File: src/rtl/y86_pkg.sv
// y86_pkg: shared Y86 icodes, status codes, pipeline-register field offsets and the writeback bubble
package y86_pkg;

  localparam logic [3:0] I_HALT   = 4'd0;
  localparam logic [3:0] I_NOP    = 4'd1;
  localparam logic [3:0] I_RRMOVQ = 4'd2;
  localparam logic [3:0] I_IRMOVQ = 4'd3;
  localparam logic [3:0] I_RMMOVQ = 4'd4;
  localparam logic [3:0] I_MRMOVQ = 4'd5;
  localparam logic [3:0] I_OPQ    = 4'd6;
  localparam logic [3:0] I_JXX    = 4'd7;
  localparam logic [3:0] I_CALL   = 4'd8;
  localparam logic [3:0] I_RET    = 4'd9;
  localparam logic [3:0] I_PUSHQ  = 4'd10;
  localparam logic [3:0] I_POPQ   = 4'd11;

  typedef enum logic [1:0] {S_AOK = 2'd0, S_HLT = 2'd1, S_ADR = 2'd2, S_INS = 2'd3} stat_t;

  typedef enum logic {H_IDLE = 1'b0, H_WAIT = 1'b1} hs_state_t;

  localparam int MR_W     = 145;
  localparam int MR_BAD   = 144;
  localparam int MR_ICODE = 140;
  localparam int MR_VALE  = 72;
  localparam int MR_VALA  = 8;
  localparam int MR_DSTE  = 4;
  localparam int MR_DSTM  = 0;

  localparam int WR_W     = 142;
  localparam int WR_STAT  = 140;
  localparam int WR_ICODE = 136;
  localparam int WR_VALE  = 72;
  localparam int WR_VALM  = 8;
  localparam int WR_DSTE  = 4;
  localparam int WR_DSTM  = 0;

  localparam logic [WR_W-1:0] WR_BUBBLE = {S_AOK, I_NOP, 64'd0, 64'd0, 4'hf, 4'hf};

  function automatic logic [WR_W-1:0] make_wr(input stat_t s, input logic [3:0] ic,
                                               input logic [63:0] ve, input logic [63:0] vm,
                                               input logic [3:0] de, input logic [3:0] dm);
    return {s, ic, ve, vm, de, dm};
  endfunction

endpackage

File: src/rtl/dmem_handshake.sv
// dmem_handshake: IDLE/WAIT request FSM with timeout counter and registered dmem_* outputs
module dmem_handshake
  import y86_pkg::*;
#(
  parameter int TIMEOUT = 15
) (
  input  logic        clk,
  input  logic        reset,
  input  logic        start,
  input  logic        we,
  input  logic [63:0] addr,
  input  logic [63:0] wdata,
  input  logic        ack,
  output logic        req,
  output logic        req_we,
  output logic [63:0] req_addr,
  output logic [63:0] req_wdata,
  output logic        busy,
  output logic        done,
  output logic        timeout
);

  localparam int CW = $clog2(TIMEOUT + 1);
  localparam logic [CW-1:0] TERM = CW'(TIMEOUT - 1);

  hs_state_t state_q, state_d;
  logic [CW-1:0] cnt_q, cnt_d;
  logic req_q, req_d, we_q, we_d;
  logic [63:0] addr_q, addr_d, wdata_q, wdata_d;

  // state, counter and request registers; reset drops the request at once
  always_ff @(posedge clk or posedge reset)
    if (reset) begin
      state_q <= H_IDLE;
      cnt_q   <= '0;
      req_q   <= 1'b0;
      we_q    <= 1'b0;
      addr_q  <= '0;
      wdata_q <= '0;
    end else begin
      state_q <= state_d;
      cnt_q   <= cnt_d;
      req_q   <= req_d;
      we_q    <= we_d;
      addr_q  <= addr_d;
      wdata_q <= wdata_d;
    end

  // leave WAIT on ack or on the terminal count; ack is tested first so it wins a tie
  always_comb
    state_d = (state_q == H_IDLE) ? (start ? H_WAIT : H_IDLE)
                                  : ((ack || cnt_q == TERM) ? H_IDLE : H_WAIT);

  // completion flags and next values of the registered request fields
  always_comb begin
    busy    = state_q == H_WAIT;
    done    = busy && ack;
    timeout = busy && !ack && cnt_q == TERM;
    req_d   = state_d == H_WAIT;
    cnt_d   = (busy && state_d == H_WAIT) ? cnt_q + 1'b1 : '0;
    we_d    = start ? we : we_q;
    addr_d  = start ? addr : addr_q;
    wdata_d = start ? wdata : wdata_q;
  end

  assign req       = req_q;
  assign req_we    = we_q;
  assign req_addr  = addr_q;
  assign req_wdata = wdata_q;

endmodule

File: src/rtl/memory_stage.sv
// memory_stage: Y86 M stage with handshaked data memory; MEM_ALIGN_CHECK_EN adds a misaligned-access ADR check
module memory_stage
  import y86_pkg::*;
#(
  parameter int ADDR_LIMIT = 4096,
  parameter int TIMEOUT    = 15
) (
  input  logic              clk,
  input  logic              reset,
  input  logic [MR_W-1:0]   memory_reg,
  output logic              m_stall,
  output logic              dmem_req,
  output logic              dmem_we,
  output logic [63:0]       dmem_addr,
  output logic [63:0]       dmem_wdata,
  input  logic [63:0]       dmem_rdata,
  input  logic              dmem_ack,
  output logic [63:0]       m_valM,
  output logic [3:0]        m_dstM,
  output logic              m_status,
  output logic [WR_W-1:0]   write_reg
);

  logic bad, rd, wr, acc, addr_err, halted, start, busy, done, timeout;
  logic [3:0] icode, dst_e, dst_m;
  logic [63:0] val_e, val_a, addr;
  logic unused_cnd;
  stat_t stat_in;
  logic [WR_W-1:0] write_reg_q, write_reg_d;
  logic [63:0] m_valm_q, m_valm_d;
  logic [3:0] m_dstm_q, m_dstm_d;
  logic m_status_q, m_status_d;

  assign bad        = memory_reg[MR_BAD];
  assign icode      = memory_reg[MR_ICODE+:4];
  assign val_e      = memory_reg[MR_VALE+:64];
  assign val_a      = memory_reg[MR_VALA+:64];
  assign dst_e      = memory_reg[MR_DSTE+:4];
  assign dst_m      = memory_reg[MR_DSTM+:4];
  assign unused_cnd = ^memory_reg[139:136];

  assign rd   = icode == I_MRMOVQ || icode == I_POPQ || icode == I_RET;
  assign wr   = icode == I_RMMOVQ || icode == I_CALL || icode == I_PUSHQ;
  assign acc  = rd || wr;
  assign addr = (icode == I_RET || icode == I_POPQ) ? val_a : val_e;

`ifdef MEM_ALIGN_CHECK_EN
  assign addr_err = addr > 64'(ADDR_LIMIT - 8) || addr[2:0] != 3'd0;
`else
  assign addr_err = addr > 64'(ADDR_LIMIT - 8);
`endif

  assign stat_in = bad ? S_INS : (icode == I_HALT) ? S_HLT : (acc && addr_err) ? S_ADR : S_AOK;
  assign halted  = write_reg_q[WR_STAT+:2] != S_AOK;
  assign start   = !halted && !busy && acc && stat_in == S_AOK;
  assign m_stall = busy ? !dmem_ack : start;

  dmem_handshake #(.TIMEOUT(TIMEOUT)) u_hs (
    .clk       (clk),
    .reset     (reset),
    .start     (start),
    .we        (wr),
    .addr      (addr),
    .wdata     (val_a),
    .ack       (dmem_ack),
    .req       (dmem_req),
    .req_we    (dmem_we),
    .req_addr  (dmem_addr),
    .req_wdata (dmem_wdata),
    .busy      (busy),
    .done      (done),
    .timeout   (timeout)
  );

  // writeback select: frozen once halted, bubble while an access is in flight
  always_comb begin
    write_reg_d = halted  ? write_reg_q
                : done    ? make_wr(S_AOK, icode, val_e, rd ? dmem_rdata : 64'd0, dst_e, dst_m)
                : timeout ? make_wr(S_ADR, icode, val_e, 64'd0, dst_e, dst_m)
                : (busy || start) ? WR_BUBBLE
                : make_wr(stat_in, icode, val_e, 64'd0, dst_e, dst_m);
    m_valm_d   = write_reg_q[WR_VALM+:64];
    m_dstm_d   = write_reg_q[WR_DSTM+:4];
    m_status_d = halted;
  end

  // writeback and forwarding registers
  always_ff @(posedge clk or posedge reset)
    if (reset) begin
      write_reg_q <= WR_BUBBLE;
      m_valm_q    <= '0;
      m_dstm_q    <= '0;
      m_status_q  <= 1'b0;
    end else begin
      write_reg_q <= write_reg_d;
      m_valm_q    <= m_valm_d;
      m_dstm_q    <= m_dstm_d;
      m_status_q  <= m_status_d;
    end

  assign write_reg = write_reg_q;
  assign m_valM    = m_valm_q;
  assign m_dstM    = m_dstm_q;
  assign m_status  = m_status_q;

endmodule

File: config.mk
export PLATFORM = sky130hd
export DESIGN_NAME = memory_stage
export DESIGN_NICKNAME = d
export VERILOG_FILES = /design/src/rtl/y86_pkg.sv /design/src/rtl/dmem_handshake.sv /design/src/rtl/memory_stage.sv
export SDC_FILE = /design/constraint.sdc
export NUM_CORES = 1
export LEC_CHECK = 0
export CAP_MARGIN = 20
export CORE_AREA = 3 3 217 219
export CTS_BUF_LIST = sky130_fd_sc_hd__clkbuf_16
export CTS_CLUSTER_DIAMETER = 40
export DETAILED_ROUTE_END_ITERATION = 8
export DIE_AREA = 0 0 220 222
export GPL_ROUTABILITY_DRIVEN = 0
export PLACE_DENSITY = 0.62
export SLEW_MARGIN = 10
export SYNTH_ARGS = -nofsm -noshare
export SYNTH_HDL_FRONTEND = slang
export SYNTH_SLANG_ARGS = --single-unit
File: constraint.sdc
create_clock -name clk -period 13.5 [get_ports clk]
set_clock_uncertainty 0.1 [all_clocks]
set_input_delay 1.35 -clock clk [delete_from_list [all_inputs] [get_ports clk]]
set_output_delay 1.35 -clock clk [all_outputs]
set_load 0.1 [all_outputs]
==> impl_metrics.json <==
{
  "cts_hold_buf": 0,
  "track_usage_pct": 17.14,
  "h-tree-depth": 2,
  "layout-drive-gt1-share_pct": 7.824,
  "netlist_area_um2": 11970,
  "r2r_setup_slack_ns": 9.98,
  "firstDrtPassIters": 5,
  "cp-start-kind": "primary input",
  "start_util_pct": 26.44,
  "rsz0062_at_grt": "false",
  "powerDensity_nw_per_um2": 126.0,
  "setup_violations": 0,
  "detailed_place_hpwl_um": 30690,
  "avgRoutedWirePerCell_um": 20.08,
  "clkLatencyLatePin_ns": 0.57,
  "synth.top_cell.area_share_pct": 70.23,
  "path_buf_inv": 2,
  "synthTopCellsByArea": "dfrtp_1 70%, a22o_1 9.6%, nand2_1 6.6%",
  "min_path_type": "reg -> reg",
  "nets": 1689,
  "async_flop_share_pct": 100.0,
  "crit_required_ns": 12.05,
  "ir_worst_vdd_mv": 0.09900,
  "vias": 9446,
  "crit_type": "in -> out",
  "numPortBuffers": 549,
  "clock_power_share_pct": 54.7,
  "cp_cell_sequence": "clkdlybuf4s50_1 > nor4_1 > nand4_1 > nor3_2 > o221ai_4 > nand2_1 > clkdlybuf4s50_1",
  "largest_register_ff_count": 142,
  "synth-seq-cells": 345,
  "fin_util_pct": 43.94,
  "cts.clk_slew.worst_paths_ns": 0.06,
  "wl_um": 42600,
  "cts.path.max_buffers": 3,
  "hold_violations": 0,
  "syn-mean-instance-area_um2": 13.11,
  "fp.dieH_um": 222,
  "dieArea_um2": 48840,
  "die_x_um": 220,
  "syn-num-nets": 1127,
  "worst_slew_pin_slew_ns": 1.120,
  "synth_cells": 913,
  "drc_errors": 0,
  "grt_antenna_before_repair": 0,
  "crit_path_end_kind": "primary output",
  "max_slew_margin_pct": 25.07,
  "cts_buffers": 55,
  "p_sw_mw": 0.5637,
  "fp.coreArea_um2": 45280,
  "post_dp_cell_area_um2": 18070,
  "drtAntennaViolNets": 0,
  "grt_pass1_vias": 10060,
  "cts_root_buf": "clkbuf_16",
  "intPower_mw": 1.944,
  "yosys_warnings": 0,
  "cts_sinks": 345,
  "cp_slowest_cell": "clkdlybuf4s50_1",
  "grt_max_degree": 89,
  "status": "finished, final reports clean",
  "cts_resized": 0,
  "swShare_pct": 22.48,
  "post_cts_buffers": 0,
  "p_leak_nw": 9.207,
  "critical-path-max-stage-delay_ns": 1.17,
  "share_seq_of_total_power_pct": 41.3,
  "worst_path_most_repeated_cell": "clkdlybuf4s50_1",
  "path_max_fanout": 3,
  "setup-tns-final_ns": 0,
  "synth_edf_count": 0,
  "grt_pass1_wl_um": 64020,
  "synth_ff_type": "dfrtp_1",
  "tritoncts": "yes",
  "pwr-share-comb_pct": 4.0,
  "cap_violations": 0,
  "synth.distinct_cells": 36,
  "grt-ovfl-total": 0,
  "period_share_pct": 45.19,
  "viasPerCell": 4.451,
  "seq_area_frac_synth_pct": 72.20,
  "fin_crit_ns": 6.100,
  "critPathArrivalTime_ns": 4.65,
  "areaGrowthSynthToFinish_pct": 66.19,
  "critPathTopFamily": "buffers and inverters",
  "synth.largest_area_cell": "dfrtp_1",
  "final_cell_area_um2": 19900,
  "fmaxAchievable_mhz": 163.9,
  "ioPinCount": 554,
  "drtIter0Drc": 548,
  "std_cell_rows": 78,
  "slew_violations": 0
}
-- logic make-up (layout without fill, tap and decap cells) --
family | Yosys count | after routing | share of synthesized area, %
adder cells (fa/ha/maj) | 2 | 2 | 0.2090
flip-flops | 345 | 345 | 72.20
AO/OA/AOI/OAI | 161 | 161 | 11.36
XOR/XNOR | 2 | 2 | 0.1463
AND/OR/NAND/NOR | 331 | 331 | 12.74
buffers and inverters | 60 | 668 | 2.341
multiplexers | 12 | 12 | 1.003
other | 0 | 1 | 0
-- final timing paths --
path / from / to / cells after the start
setup reg to reg: write_reg[140]$_DFFE_PP0N_ / write_reg[130]$_DFFE_PP0N_ / 8
max in group asynchronous: reset / write_reg[104]$_DFFE_PP0N_ / 4
hold reg to reg: write_reg[21]$_DFFE_PP0N_ / m_valM[13]$_DFF_PP0_ / 0
setup / recovery: memory_reg[61] / m_stall / 7
min in group asynchronous: reset / m_valM[12]$_DFF_PP0_ / 2
hold / removal: write_reg[21]$_DFFE_PP0N_ / m_valM[13]$_DFF_PP0_ / 0
-- power groups by stage --
stage               Sequential [mW]  Combinational [mW]  Clock (mW)
finish                         1.04               0.101        1.37
floorplan                      1.05              0.0208           0
CTS                            1.04               0.104        1.41
detailed placement             1.05               0.103           0
global placement               1.05               0.102           0
global route                   1.03               0.110        1.46
-- layout make-up --
type                    count  area [µm²]
fillers                  4266       25390
flip-flops and latches    345        8645
repair buffers            560        5578
multi-input cells         508        3073
clock buffers              57        1426
well taps                 600       750.7
clock inverters            46       394.1
inverters                   5       28.78
diodes                      1       2.502
-- cell usage after synthesis (3+ instances only) --
master and count:
clkbuf_1 28, nor3_2 3, nor2_1 10, nand2_1 211
inv_1 4, buf_1 8, nand3_1 7, dfstp_2 9
and2_1 52, nor4_1 29, dfrtp_1 336, mux2i_1 12
a22o_1 131, o22a_1 9, o21ai_0 13, nand4_1 6
nor3_1 4, buf_2 14, buf_6 5
-- per-stage QoR --
step | std cells | hold WS, ns | worst slack (ns) | power (mW)
2_1_floorplan | 913 | 0.3547 | 2.500 | 1.074
3_3_place_gp | 2018 | 0.2833 | 7.211 | 1.155
3_5_place_dp | 2018 | 0.2836 | 7.237 | 1.156
4_1_cts | 2121 | 0.2996 | 7.227 | 2.548
5_1_grt | 2121 | 0.3086 | 7.163 | 2.600
6_report | 2122 | 0.3000 | 7.400 | 2.508
-- worst reg2reg max path: cells and delay by family (launching register included) --
family / cells / cell delay [ns]
AND/OR/NAND/NOR: 2 / 1.24
AO/OA/AOI/OAI: 4 / 0.96
buffers and inverters: 2 / 0.70
flip-flops: 1 / 0.41
-- layer usage --
layer / up-vias / part of all wire (%) / wire length (µm) / GRT usage, %
met2: 354 / 49 / 21030 / 28.60
met5: - / 0 / 0 / 0
met3: 80 / 7.3 / 3100 / 4.673
met1: 4693 / 40 / 17230 / 21.34
met4: 0 / 2.9 / 1238 / 6.045
li1: 4319 / - / - / -
-- layout by cell type, fill, tap and decap left out, types with 2 or more instances in the layout --
cell / synthesis / final
clkinv_4: 0 / 4
buf_4: 0 / 11
nor3_2: 3 / 2
o31ai_1: 2 / 2
bufinv_16: 0 / 4
clkinv_1: 0 / 7
ha_1: 2 / 2
o21ai_0: 13 / 13
clkdlybuf4s50_1: 0 / 549
nand2b_1: 2 / 2
nor3_1: 4 / 4
clkbuf_16: 0 / 57
nand2_1: 211 / 211
dfstp_2: 9 / 9
and4_1: 2 / 2
nor4_1: 29 / 29
dfrtp_1: 336 / 336
nand3_1: 7 / 7
o22a_1: 9 / 9
inv_1: 4 / 8
nor2_1: 10 / 10
and2_1: 52 / 52
clkinvlp_4: 0 / 7
clkinv_2: 0 / 8
o211a_1: 2 / 2
inv_6: 0 / 9
a22o_1: 131 / 131
nand4_1: 6 / 6
mux2i_1: 12 / 12
inv_8: 0 / 3
(Power assumes the default switching activity.)
